==> config.mk <==
export PLATFORM = sky130hd
export DESIGN_NAME = reg_file_mp
export DESIGN_NICKNAME = d
export VERILOG_FILES = /design/src/rtl/rf_pkg.sv /design/src/rtl/rf_clear_fsm.sv /design/src/rtl/reg_file_mp.sv
export SDC_FILE = /design/constraint.sdc
export NUM_CORES = 1
export LEC_CHECK = 0
export ABC_AREA = 1
export CAP_MARGIN = 30
export CORE_ASPECT_RATIO = 0.6
export CORE_MARGIN = 2
export CORE_UTILIZATION = 45
export DETAILED_ROUTE_END_ITERATION = 10
export GPL_TIMING_DRIVEN = 1
export PLACE_DENSITY = 0.76
export SLEW_MARGIN = 5
export SYNTH_ARGS = -nofsm -noshare
export SYNTH_HDL_FRONTEND = slang
export SYNTH_SLANG_ARGS = --single-unit
==> constraint.sdc <==
create_clock -name clk -period 3.7 [get_ports clk]
set_clock_uncertainty 0.05 [all_clocks]
set_input_delay 0.555 -clock clk [delete_from_list [all_inputs] [get_ports clk]]
set_output_delay 0.555 -clock clk [all_outputs]
set_load 0.005 [all_outputs]
==> src/rtl/rf_pkg.sv <==
// ----------------------------------------------------------------------------
// rf_pkg
//   Shared types and default sizing for the multi-port register file.
//   clr_state_t  : states of the clear sequencer (idle / sweeping / done)
//   RF_DATA_W    : default entry width
//   RF_DEPTH     : default number of entries
// ----------------------------------------------------------------------------
package rf_pkg;

  typedef enum logic [1:0] {
    CLR_IDLE  = 2'd0,
    CLR_SWEEP = 2'd1,
    CLR_DONE  = 2'd2
  } clr_state_t;

  localparam int RF_DATA_W = 16;
  localparam int RF_DEPTH  = 8;

endpackage

==> src/rtl/rf_clear_fsm.sv <==
// ----------------------------------------------------------------------------
// rf_clear_fsm
//   Clear sequencer for reg_file_mp. On an accepted request it walks a pointer
//   over every entry, one per cycle, then raises a one-cycle done pulse.
//   Ports:
//     clk       in   clock, all state on posedge
//     rst       in   asynchronous, active-low reset
//     clrReq    in   level request, only looked at in CLR_IDLE
//     clrBusy   out  high while sweeping; the array zeroes mem[sweepPtr]
//     clrDone   out  one-cycle pulse after the last entry was cleared
//     wrGate    out  high when port writes may update the array
//     sweepPtr  out  entry being cleared this cycle
//   All outputs are registered alongside the state.
// ----------------------------------------------------------------------------
module rf_clear_fsm
  import rf_pkg::*;
#(
  parameter int DEPTH  = RF_DEPTH,
  parameter int ADDR_W = $clog2(DEPTH)
) (
  input  logic              clk,
  input  logic              rst,
  input  logic              clrReq,
  output logic              clrBusy,
  output logic              clrDone,
  output logic              wrGate,
  output logic [ADDR_W-1:0] sweepPtr
);

  localparam logic [ADDR_W-1:0] LAST_PTR = ADDR_W'(DEPTH - 1);

  clr_state_t state;

  always_ff @(posedge clk or negedge rst) begin
    if (!rst) begin
      state    <= CLR_IDLE;
      sweepPtr <= '0;
      clrBusy  <= 1'b0;
      clrDone  <= 1'b0;
      wrGate   <= 1'b1;
    end else begin
      case (state)
        CLR_IDLE: begin
          clrDone <= 1'b0;
          if (clrReq) begin
            state    <= CLR_SWEEP;
            sweepPtr <= '0;
            clrBusy  <= 1'b1;
            wrGate   <= 1'b0;
          end
        end
        CLR_SWEEP: begin
          // Explicit wrap keeps the pointer in range for non power-of-two depths.
          if (sweepPtr == LAST_PTR) begin
            state    <= CLR_DONE;
            sweepPtr <= '0;
            clrBusy  <= 1'b0;
            clrDone  <= 1'b1;
            wrGate   <= 1'b1;
          end else begin
            sweepPtr <= sweepPtr + 1'b1;
          end
        end
        CLR_DONE: begin
          // A request still held here is picked up from IDLE on the next cycle.
          state   <= CLR_IDLE;
          clrDone <= 1'b0;
        end
        default: begin
          state    <= CLR_IDLE;
          sweepPtr <= '0;
          clrBusy  <= 1'b0;
          clrDone  <= 1'b0;
          wrGate   <= 1'b1;
        end
      endcase
    end
  end

endmodule

==> src/rtl/reg_file_mp.sv <==
// ----------------------------------------------------------------------------
// reg_file_mp
//   Parametrised multi-port register file with a hardware clear sequencer.
//   NUM_WR write ports (higher index wins on a shared address), NUM_RD
//   combinational read ports, and a sweep that zeroes one entry per cycle.
//   Ports:
//     clk          in   clock
//     rst          in   asynchronous, active-low reset (clears array + status)
//     wr_en        in   per-port write enable
//     wr_addr      in   packed write addresses, port p at [p*ADDR_W +: ADDR_W]
//     wr_data      in   packed write data, port p at [p*DATA_W +: DATA_W]
//     rd_addr      in   packed read addresses
//     rd_data      out  packed read data (combinational)
//     clr_req      in   start a clear sweep (sampled while idle)
//     clr_busy     out  sweep in progress
//     clr_done     out  one-cycle pulse at sweep completion
//     wr_conflict  out  registered: two or more enabled ports hit one address
//     wr_drop      out  registered: an enabled write was discarded by a sweep
//   Build option:
//     RF_BYPASS_EN  when defined, reads forward same-cycle write data
//                   (highest-priority matching port) outside a sweep; when
//                   undefined, reads always return the stored value.
// ----------------------------------------------------------------------------
module reg_file_mp
  import rf_pkg::*;
#(
  parameter int DATA_W = RF_DATA_W,
  parameter int DEPTH  = RF_DEPTH,
  parameter int ADDR_W = $clog2(DEPTH),
  parameter int NUM_RD = 2,
  parameter int NUM_WR = 2
) (
  input  logic                     clk,
  input  logic                     rst,
  input  logic [NUM_WR-1:0]        wr_en,
  input  logic [NUM_WR*ADDR_W-1:0] wr_addr,
  input  logic [NUM_WR*DATA_W-1:0] wr_data,
  input  logic [NUM_RD*ADDR_W-1:0] rd_addr,
  output logic [NUM_RD*DATA_W-1:0] rd_data,
  input  logic                     clr_req,
  output logic                     clr_busy,
  output logic                     clr_done,
  output logic                     wr_conflict,
  output logic                     wr_drop
);

  logic [DATA_W-1:0] mem [DEPTH];

  logic              wrGate;
  logic [ADDR_W-1:0] sweepPtr;

  logic [DEPTH-1:0]  entHit;
  logic [DATA_W-1:0] entData [DEPTH];
  logic              conflictNow;

  // Addresses at or beyond DEPTH exist only when DEPTH is not a power of two.
  function automatic logic inRange(input logic [ADDR_W-1:0] a);
    return int'(a) < DEPTH;
  endfunction

  rf_clear_fsm #(
    .DEPTH  (DEPTH),
    .ADDR_W (ADDR_W)
  ) uClearFsm (
    .clk      (clk),
    .rst      (rst),
    .clrReq   (clr_req),
    .clrBusy  (clr_busy),
    .clrDone  (clr_done),
    .wrGate   (wrGate),
    .sweepPtr (sweepPtr)
  );

  // Per-entry priority resolve: ports scanned low to high so the last
  // matching (highest-index) port supplies the data.
  for (genvar e = 0; e < DEPTH; e++) begin : gEntry
    logic              hit;
    logic [DATA_W-1:0] data;

    always_comb begin
      hit  = 1'b0;
      data = '0;
      for (int p = 0; p < NUM_WR; p++) begin
        if (wr_en[p] && (wr_addr[p*ADDR_W +: ADDR_W] == ADDR_W'(e))) begin
          hit  = 1'b1;
          data = wr_data[p*DATA_W +: DATA_W];
        end
      end
    end

    assign entHit[e]  = hit;
    assign entData[e] = data;
  end

  always_comb begin
    conflictNow = 1'b0;
    for (int p = 0; p < NUM_WR; p++) begin
      for (int q = p + 1; q < NUM_WR; q++) begin
        if (wr_en[p] && wr_en[q] &&
            (wr_addr[p*ADDR_W +: ADDR_W] == wr_addr[q*ADDR_W +: ADDR_W]) &&
            inRange(wr_addr[p*ADDR_W +: ADDR_W])) begin
          conflictNow = 1'b1;
        end
      end
    end
  end

  // ---- array update: sweep clear has the array exclusively while busy ----
  always_ff @(posedge clk or negedge rst) begin
    if (!rst) begin
      for (int e = 0; e < DEPTH; e++) begin
        mem[e] <= '0;
      end
    end else begin
      for (int e = 0; e < DEPTH; e++) begin
        if (clr_busy) begin
          if (sweepPtr == ADDR_W'(e)) begin
            mem[e] <= '0;
          end
        end else if (wrGate && entHit[e]) begin
          mem[e] <= entData[e];
        end
      end
    end
  end

  // ---- status pulses describe the previous cycle's write activity ----
  always_ff @(posedge clk or negedge rst) begin
    if (!rst) begin
      wr_conflict <= 1'b0;
      wr_drop     <= 1'b0;
    end else begin
      wr_conflict <= wrGate & conflictNow;
      wr_drop     <= (~wrGate) & (|wr_en);
    end
  end

  // Read ports.
  for (genvar r = 0; r < NUM_RD; r++) begin : gRead
    logic [ADDR_W-1:0] addr;
    logic [DATA_W-1:0] stored;
    logic [DATA_W-1:0] val;

    assign addr = rd_addr[r*ADDR_W +: ADDR_W];

    always_comb begin
      stored = '0;
      if (inRange(addr)) begin
        stored = mem[addr];
      end
    end

`ifdef RF_BYPASS_EN
    // Forward same-cycle write data; suppressed while sweeping because
    // those writes never land.
    always_comb begin
      val = stored;
      if (wrGate && inRange(addr)) begin
        for (int p = 0; p < NUM_WR; p++) begin
          if (wr_en[p] && (wr_addr[p*ADDR_W +: ADDR_W] == addr)) begin
            val = wr_data[p*DATA_W +: DATA_W];
          end
        end
      end
    end
`else
    assign val = stored;
`endif

    assign rd_data[r*DATA_W +: DATA_W] = val;
  end

endmodule

Word level (Yosys, flattened, before mapping)
Cells that the tools add are included. Widths: inputs -> output; s select.

$add $sub $neg: 1. Multiply operators: 0. Divide/modulo/power cells: 0. $lt $le $gt $ge: 2. Eq/ne operators: 34. Shift operators: 0. Multiplexer cells: 76. Bitwise gates (word level): 6. Reductions and logical operators: 50.

Operators with widths (number): $mux 16 (44); $bmux 16 s3 (2); $eq 3x3->1 const B (12); $logic_and 1x1->1 (26); $mux 1 (22); $ne 2x2->1 const B (10); $reduce_and 2->1 (10); $eq 3x2->1 const B (6); $reduce_bool 2->1 (8); $eq 3x1->1 const B (3); $logic_not 3->1 (3); $pmux 3 s3 (1); $ge 4x4->1 const B (2); $not 3->4 (2); $mux 3 (2); $pmux 1 s3 (2); $mux 2 (2); $pmux 2 s2 (1); $add 3x1->3 const B (1); $eq 3x3->1 (1); $reduce_and 3->1 (1); $and 1x1->1 (2); $eq 2x1->1 const B (1); $eq 2x2->1 const B (1); 3 further kinds (4).

Bits in registers: 138. Latch bits: 0. RAM bits: 0. Memory bits (read-only): 0. Bits of input ports: 49. Output and inout bits: 36. Memories: 0.

Depth between registers and ports, before layout
Gate-level depths: netlist (run 1).

Word-level depth: 7. Gate-level depth with buffers: 9. Depth with buffers taken out: 8.

Modules after synthesis
From an unflattened synthesis (run 1), not the netlist that was laid out.

Cell total of the unflattened synthesis: 1731. Area total of the unflattened synthesis: 10352.4 um^2.

By module, submodules not included: reg_file_mp (times used 1, cells an instance 1691, area an instance 9989.6 um^2); rf_clear_fsm (times used 1, cells an instance 40, area an instance 362.8 um^2).

Worst setup path after synthesis (run 1)
No wires, ideal clock.

Path type: input-to-output. Start point: input port rd_addr[3]. End point: output port rd_data[21]. Arrival time: 1.436 ns. Slack: 1.659 ns. Stages on the path: 7. Buffers on the path: 3. Path through: buf_2 > buf_2 > buf_2 > nand2_1 > o211ai_1 > nand3_1 > and2_1.

Word-level cells in the longest chain between the ends: 4.

Ends and longest elaborated chain: start, declared (line reg_file_mp.sv:38) `input logic [NUM_RD*ADDR_W-1:0] rd_addr,`; $not 3->4 (implied by the code) (line reg_file_mp.sv:149) `stored = mem[addr];`; $bmux 16 s3 (line reg_file_mp.sv:149); $mux 16 (implied by the code) (2 in a row) (line reg_file_mp.sv:149); end, declared (line reg_file_mp.sv:39) `output logic [NUM_RD*DATA_W-1:0] rd_data,`.

Every way passes these cells. The select of a mux whose other input is x is not followed.

Worst setup path after layout (run 1)
Start point: input port rd_addr[2]. End point: output port rd_data[1].

The elaborated chain is that of the path after synthesis.

==> results.py, run 1 <==
metrics = {
    "status": {
        "status": "complete, no violations",
    },
    "job": {
        "cap_violations": 0,
    },
    "grt": {
        "grt-ovfl-total": 0,
        "antenna_found_initial": 0,
        "grt_usage_pct": 33.7,
        "grt_max_degree": 97,
        "grt_pass1_vias": 9263,
        "grt_first_pass_wirelength_mm": 54.9,
    },
    "routing": {
        "routed_wl_mm": 35.8,
        "wire_per_inst_um": 21.3,
        "vias": 10135,
        "postRouteAntennaNets": 0,
        "drt-initial-drc-count": 1604,
        "first_pass_iters": 6,
        "drc": 0,
        "vias_per_cell": 6.04,
    },
    "final_layout": {
        "area_growth_pct": 18.8,
        "drive_gt1_share_pct": 5.55,
        "antenna_cells": 0,
        "fillers": 1950,
        "nets": 1447,
    },
    "synth": {
        "synthTopCellsByArea": "dfrtp_1 (37%), o21ai_0 (16%), nand2_1 (12%)",
        "ys_seq_area_share_pct": 37.4,
        "synth-edff-count": 0,
        "syn-instance-count": 1360,
        "synth_area_um2": 9240,
        "yosys_warnings": 0,
        "synth-async-reset-ratio_pct": 100,
        "synthFlopType": "dfrtp_1",
        "ys_ff_latch": 138,
        "yosysUniqueCellTypes": 25,
        "synth_top_area_cell": "dfrtp_1",
        "avgSynthCellArea_um2": 6.80,
        "synth_nets": 1415,
        "synth_top_cell_area_share_pct": 37.1,
    },
    "floorplan": {
        "dieArea_um2": 21700,
        "core.rowCount": 40,
        "die_w_um": 189,
        "die_h_um": 115,
        "start_util_pct": 46.1,
        "ioPinCount": 85,
        "core-area_um2": 20100,
    },
    "sta": {
        "fin_ws_ns": 0.578,
        "worst_pin_slew_ns": 1.02,
        "fmax_mhz": 320,
        "tns_ns": 0,
        "hold_slack_ns": 0.100,
        "fin_crit_ns": 3.12,
        "report.final.slew_viol_count": 0,
        "hold_violations": 0,
        "setup_viol": 0,
        "post-route-period-util_pct": 84.4,
        "rsz0062_at_grt": "false",
        "slew_headroom_pct": 31.7,
    },
    "place": {
        "dp_hpwl_mm": 24.0,
        "place.gp.congestion": 0.977,
        "dp_slack_ns": 0.691,
        "io_buffers": 84,
    },
    "clock_network": {
        "htreeDepth": 4,
        "cts_sinks": 138,
        "postCtsHoldBufs": 0,
        "tritoncts": "yes",
        "cts_buffer_depth": 2,
        "clockRootBuffer": "clkbuf_16",
        "cts_setup_buffers": 0,
        "cts-resized-gates": 0,
        "path_clk_slew_ns": 0.06,
        "cts_buffers": 17,
        "clock_latency_ns": 0.44,
    },
    "setup_path": {
        "worstSetupPathType": "input port to primary output",
        "required_ns": 3.09,
        "rr_worst_depth": 5,
        "cp-end-kind": "primary output",
        "cp_data_arrival_time_ns": 2.52,
        "cp_max_fo": 16,
        "cp-start-kind": "input port",
    },
    "power": {
        "leakagePower_nw": 5.13,
        "powerDensity_nw_per_um2": 639,
        "peakVddDrop_uv": 394,
    },
    "min_path": {
        "hold_path_class": "input port to asynchronous set/reset pin",
    },
}
cell usage in the layout, fill, tap and decap left out, types with 6 or more instances in the layout:
| master | instances |
|---|---|
| a21oi_1 | 72 |
| and2_1 | 32 |
| buf_4 | 24 |
| bufinv_16 | 6 |
| clkbuf_16 | 17 |
| clkdlybuf4s50_1 | 79 |
| dfrtp_1 | 137 |
| ha_1 | 6 |
| inv_1 | 122 |
| nand2_1 | 290 |
| nand3_1 | 196 |
| nand4_1 | 10 |
| nor2_1 | 25 |
| o211ai_1 | 64 |
| o21ai_0 | 291 |
worst paths after layout:
kind | startpoint | endpoint | slack, ns
worst max-delay path | rd_addr[2] | rd_data[1] | 0.58
worst min-delay path | rst | mem[99] | 0.10
worst max register to register | uClearFsm.clrBusy | mem[46] | 1.48
worst min register to register | mem[96] | mem[96] | 0.46
max in group asynchronous | rst | uClearFsm.wrGate | 2.62
min in group clk | mem[96] | mem[96] | 0.46
Yosys cell counts (all sizes together), types with 6 or more instances:
master    n
nand2   295
o21ai   291
nand3   196
dfrtp   137
inv     123
a21oi    72
o211ai   64
clkbuf   60
buf      41
and2     32
nor2     29
nand4    10
ha        6
flip-flops by register name (all words and copies together) (netlist names):
| name | cells |
|---|---|
| wr_drop | 1 |
| wr_conflict | 1 |
| uClearFsm.state | 2 |
| uClearFsm.clrBusy | 1 |
| uClearFsm.clrDone | 1 |
| uClearFsm.wrGate | 1 |
| uClearFsm.sweepPtr | 3 |
| mem | 128 |
final cells by class:
class | instances | area (um2) | share of cell area [%]
Clock inverter | 14 | 244 | 2.22
Inverter | 123 | 462 | 4.21
Tap cell | 273 | 342 | 3.11
Multi-Input combinational cell | 998 | 4890 | 44.6
Timing Repair Buffer | 114 | 1140 | 10.4
Sequential cell | 138 | 3450 | 31.5
Clock buffer | 18 | 439 | 4.00
metrics by stage:
stage	power, mW	std cells	instance area, um2	utilization [%]
after floorplan	3.95	1360	9240	-
after global placement	4.79	1642	10200	50.9
after detailed placement	4.91	1644	10300	51.2
after CTS	6.91	1676	11000	54.6
after global routing	7.42	1678	11000	54.7
final	7.02	1678	11000	54.7
worst max-delay path, cell delays in order:
cell and delay (ns):
clkdlybuf4s50_1 0.43, inv_1 0.62, nand3_1 0.13, and2_1 0.28, clkdlybuf4s50_1 0.48
power by group:
group / switching [mW] / leakage [nW] / internal [mW] / total, mW
clock network: 0.726 / 0.327 / 1.29 / 2.01
logic: 1.46 / 2.99 / 0.922 / 2.39
registers: 0.465 / 1.81 / 2.15 / 2.62
logic make-up after synthesis:
| kind of cell | synth area share (%) |
|---|---|
| buffers and inverters | 9.67 |
| AO/OA/AOI/OAI | 24.9 |
| adder cells (fa/ha/maj) | 0.812 |
| XOR/XNOR | 0.0948 |
| flip-flops | 37.4 |
| AND/OR/NAND/NOR | 27.1 |
per-layer routing:
metal  part of all wire, %  track usage (%)  vias up
met5                     0                0        -
met4                   3.0             11.0        0
met3                    17             16.6       86
met2                    38             44.7      757
met1                    42             47.3     4618
li1                      -                -     4674
(Power assumes the default switching activity.)
==> run 2, diff against run 1 <==
--- a/config.mk
+++ b/config.mk
@@ -12,7 +12,7 @@
 export CORE_UTILIZATION = 45
 export DETAILED_ROUTE_END_ITERATION = 10
 export GPL_TIMING_DRIVEN = 1
-export PLACE_DENSITY = 0.76
+export PLACE_DENSITY = 0.78
 export SLEW_MARGIN = 5
 export SYNTH_ARGS = -nofsm -noshare
 export SYNTH_HDL_FRONTEND = slang
==> constraint.sdc (replaced) <==
create_clock -name clk -period 2.85 [get_ports clk]
set_clock_uncertainty 0.05 [all_clocks]
set_input_delay 0.4275 -clock clk [delete_from_list [all_inputs] [get_ports clk]]
set_output_delay 0.4275 -clock clk [all_outputs]
set_load 0.005 [all_outputs]
==> run 2 against run 1 <==
  * Flip-flop and latch count is the same
  * Combinational power is 31% higher
  * Sequential power grew 31%
  * Core utilization up 0.18 points
  * Setup slack worse by 0.37 ns
  * Die area stayed put
  * Via count increased by 2.2%
  * Wire length increased by 4.5%
  * Design area up 0.33%
  * Global-route usage increased by 1.4 points
  * Sequential share of layout area fell by 0.10 points
  * First-iteration DRC count is 4.3% higher
  * Highest routed layer unchanged
==> results.py, run 2 (synthesized netlist as in run 1, its figures left out) <==
metrics = {
    "setup_path": {
        "cp-start-kind": "input port",
        "rr_worst_depth": 6,
        "worstSetupPathType": "input port to primary output",
        "rrSetupSlack_ns": 0.87,
        "cp_max_fo": 16,
        "cp_data_arrival_time_ns": 2.16,
        "cp-end-kind": "primary output",
        "required_ns": 2.37,
    },
    "sta": {
        "fin_crit_ns": 2.64,
        "worst_pin_slew_ns": 0.638,
        "fmax_mhz": 379,
        "tns_ns": 0,
        "setup_viol": 0,
        "report.final.slew_viol_count": 0,
        "post-route-period-util_pct": 92.6,
        "rsz0062_at_grt": "false",
        "hold_violations": 0,
        "fin_ws_ns": 0.212,
        "slew_headroom_pct": 57.4,
    },
    "status": {
        "status": "complete, no violations",
    },
    "routing": {
        "vias_per_cell": 6.13,
        "drt-initial-drc-count": 1673,
        "routed_wl_mm": 37.4,
        "postRouteAntennaNets": 0,
        "vias": 10363,
        "first_pass_iters": 7,
        "wire_per_inst_um": 22.1,
        "drc": 0,
    },
    "place": {
        "place.gp.congestion": 0.963,
        "io_buffers": 84,
        "place_area_um2": 10400,
        "place_inst": 1658,
        "dp_hpwl_mm": 25.7,
        "dp_slack_ns": 0.251,
    },
    "grt": {
        "grt_first_pass_wirelength_mm": 57.3,
        "grt_usage_pct": 35.1,
        "grt_max_degree": 65,
        "antenna_found_initial": 1,
        "grt-ovfl-total": 0,
        "grt_pass1_vias": 9486,
    },
    "power": {
        "switching_share_pct": 38.8,
        "intPower_mw": 5.48,
        "comb_power_share_pct": 34.8,
        "seqPwrFrac_pct": 38.1,
        "clockPowerShare_pct": 27.0,
        "powerDensity_nw_per_um2": 814,
        "switchingPower_mw": 3.48,
        "leakagePower_nw": 5.15,
        "peakVddDrop_uv": 545,
    },
    "clock_network": {
        "clockRootBuffer": "clkbuf_16",
        "tritoncts": "yes",
        "cts_buffers": 17,
        "clock_latency_ns": 0.42,
        "path_clk_slew_ns": 0.06,
        "cts_buffer_depth": 2,
        "htreeDepth": 4,
        "cts_sinks": 138,
        "cts-resized-gates": 0,
    },
    "final_layout": {
        "post-route-cell-area_um2": 11000,
        "final_cell_mix": "o21ai_0 (291), nand2_1 (290), nand3_1 (196)",
        "regArea_um2": 3450,
        "final_common_cell": "o21ai_0",
        "multiInputGateArea_um2": 4890,
        "finish.utilization_pct": 54.9,
        "regMostFlops": "mem",
        "drive_gt1_share_pct": 6.28,
        "reg_top3": "mem (128), uClearFsm.sweepPtr (3), uClearFsm.state (2)",
        "nets": 1460,
        "largest_reg_flops": 128,
        "fillers": 1905,
        "area_growth_pct": 19.2,
        "final-instance-count-excl-fill": 1691,
    },
    "floorplan": {
        "ioPinCount": 85,
        "core.rowCount": 40,
        "dieArea_um2": 21700,
        "die_w_um": 189,
        "die_h_um": 115,
        "start_util_pct": 46.1,
        "core-area_um2": 20100,
    },
    "job": {
        "cap_violations": 0,
    },
    "min_path": {
        "hold_path_class": "input port to asynchronous set/reset pin",
    },
}
[run 2: critical path, stage by stage]
cell,delay [ns]
clkdlybuf4s50_1,0.42
inv_1,0.47
nand3_1,0.20
and2_1,0.20
clkdlybuf4s50_1,0.43
[run 2: layout make-up]
cell class / instances / share of cell area, %
clock inverter: 13 / 1.74
timing repair buffer: 127 / 11.1
sequential: 138 / 31.4
antenna: 1 / 0.0227
clock buffer: 18 / 3.99
multi-input combinational: 998 / 44.4
tap: 273 / 3.10
inverter: 123 / 4.19
[run 2: path summary, 6_finish.rpt]
kind | from | endpoint
worst max-delay path | rd_addr[2] | rd_data[2]
worst min-delay path | rst | mem[97]
worst max register to register | uClearFsm.sweepPtr[0] | mem[27]
worst min register to register | mem[43] | mem[43]
max in group asynchronous | rst | mem[87]
min in group clk | mem[43] | mem[43]
[run 2: stage by stage]
stage,hold slack (ns),power [mW]
after CTS,0.465,8.84
final,0.465,8.96
after detailed placement,0.365,6.43
after floorplan,0.0819,5.13
after global placement,0.367,6.32
after global routing,0.479,9.48
[run 2: routing by layer]
metal	part of all wire, %	track usage [%]	vias to the layer above
met5	0	0	-
met2	39	47.3	825
met3	17	12.9	95
met1	42	51.4	4739
li1	-	-	4704
met4	2.8	11.5	0
[run 2: timing repair]
item                      CTS  global route
hold endpoints to repair   50             0
hold buffers                1             0
setup buffers               0             0
[run 2: power by group through the flow]
stage               sequential (mW)  combinational, mW  clock (mW)
floorplan                      3.21               1.92           0
global placement               3.39               2.94           0
detailed placement             3.42               3.01           0
CTS                            3.40               3.03        2.41
global route                   3.52               3.45        2.51
finish                         3.42               3.12        2.42
==> run 3, diff against run 2 <==
--- a/config.mk
+++ b/config.mk
@@ -13,6 +13,7 @@
 export DETAILED_ROUTE_END_ITERATION = 10
 export GPL_TIMING_DRIVEN = 1
 export PLACE_DENSITY = 0.78
+export SKIP_LAST_GASP = 1
 export SLEW_MARGIN = 5
 export SYNTH_ARGS = -nofsm -noshare
 export SYNTH_HDL_FRONTEND = slang
==> results of run 3 <==
Final layout, timing and power as in run 2 (identical DEF).
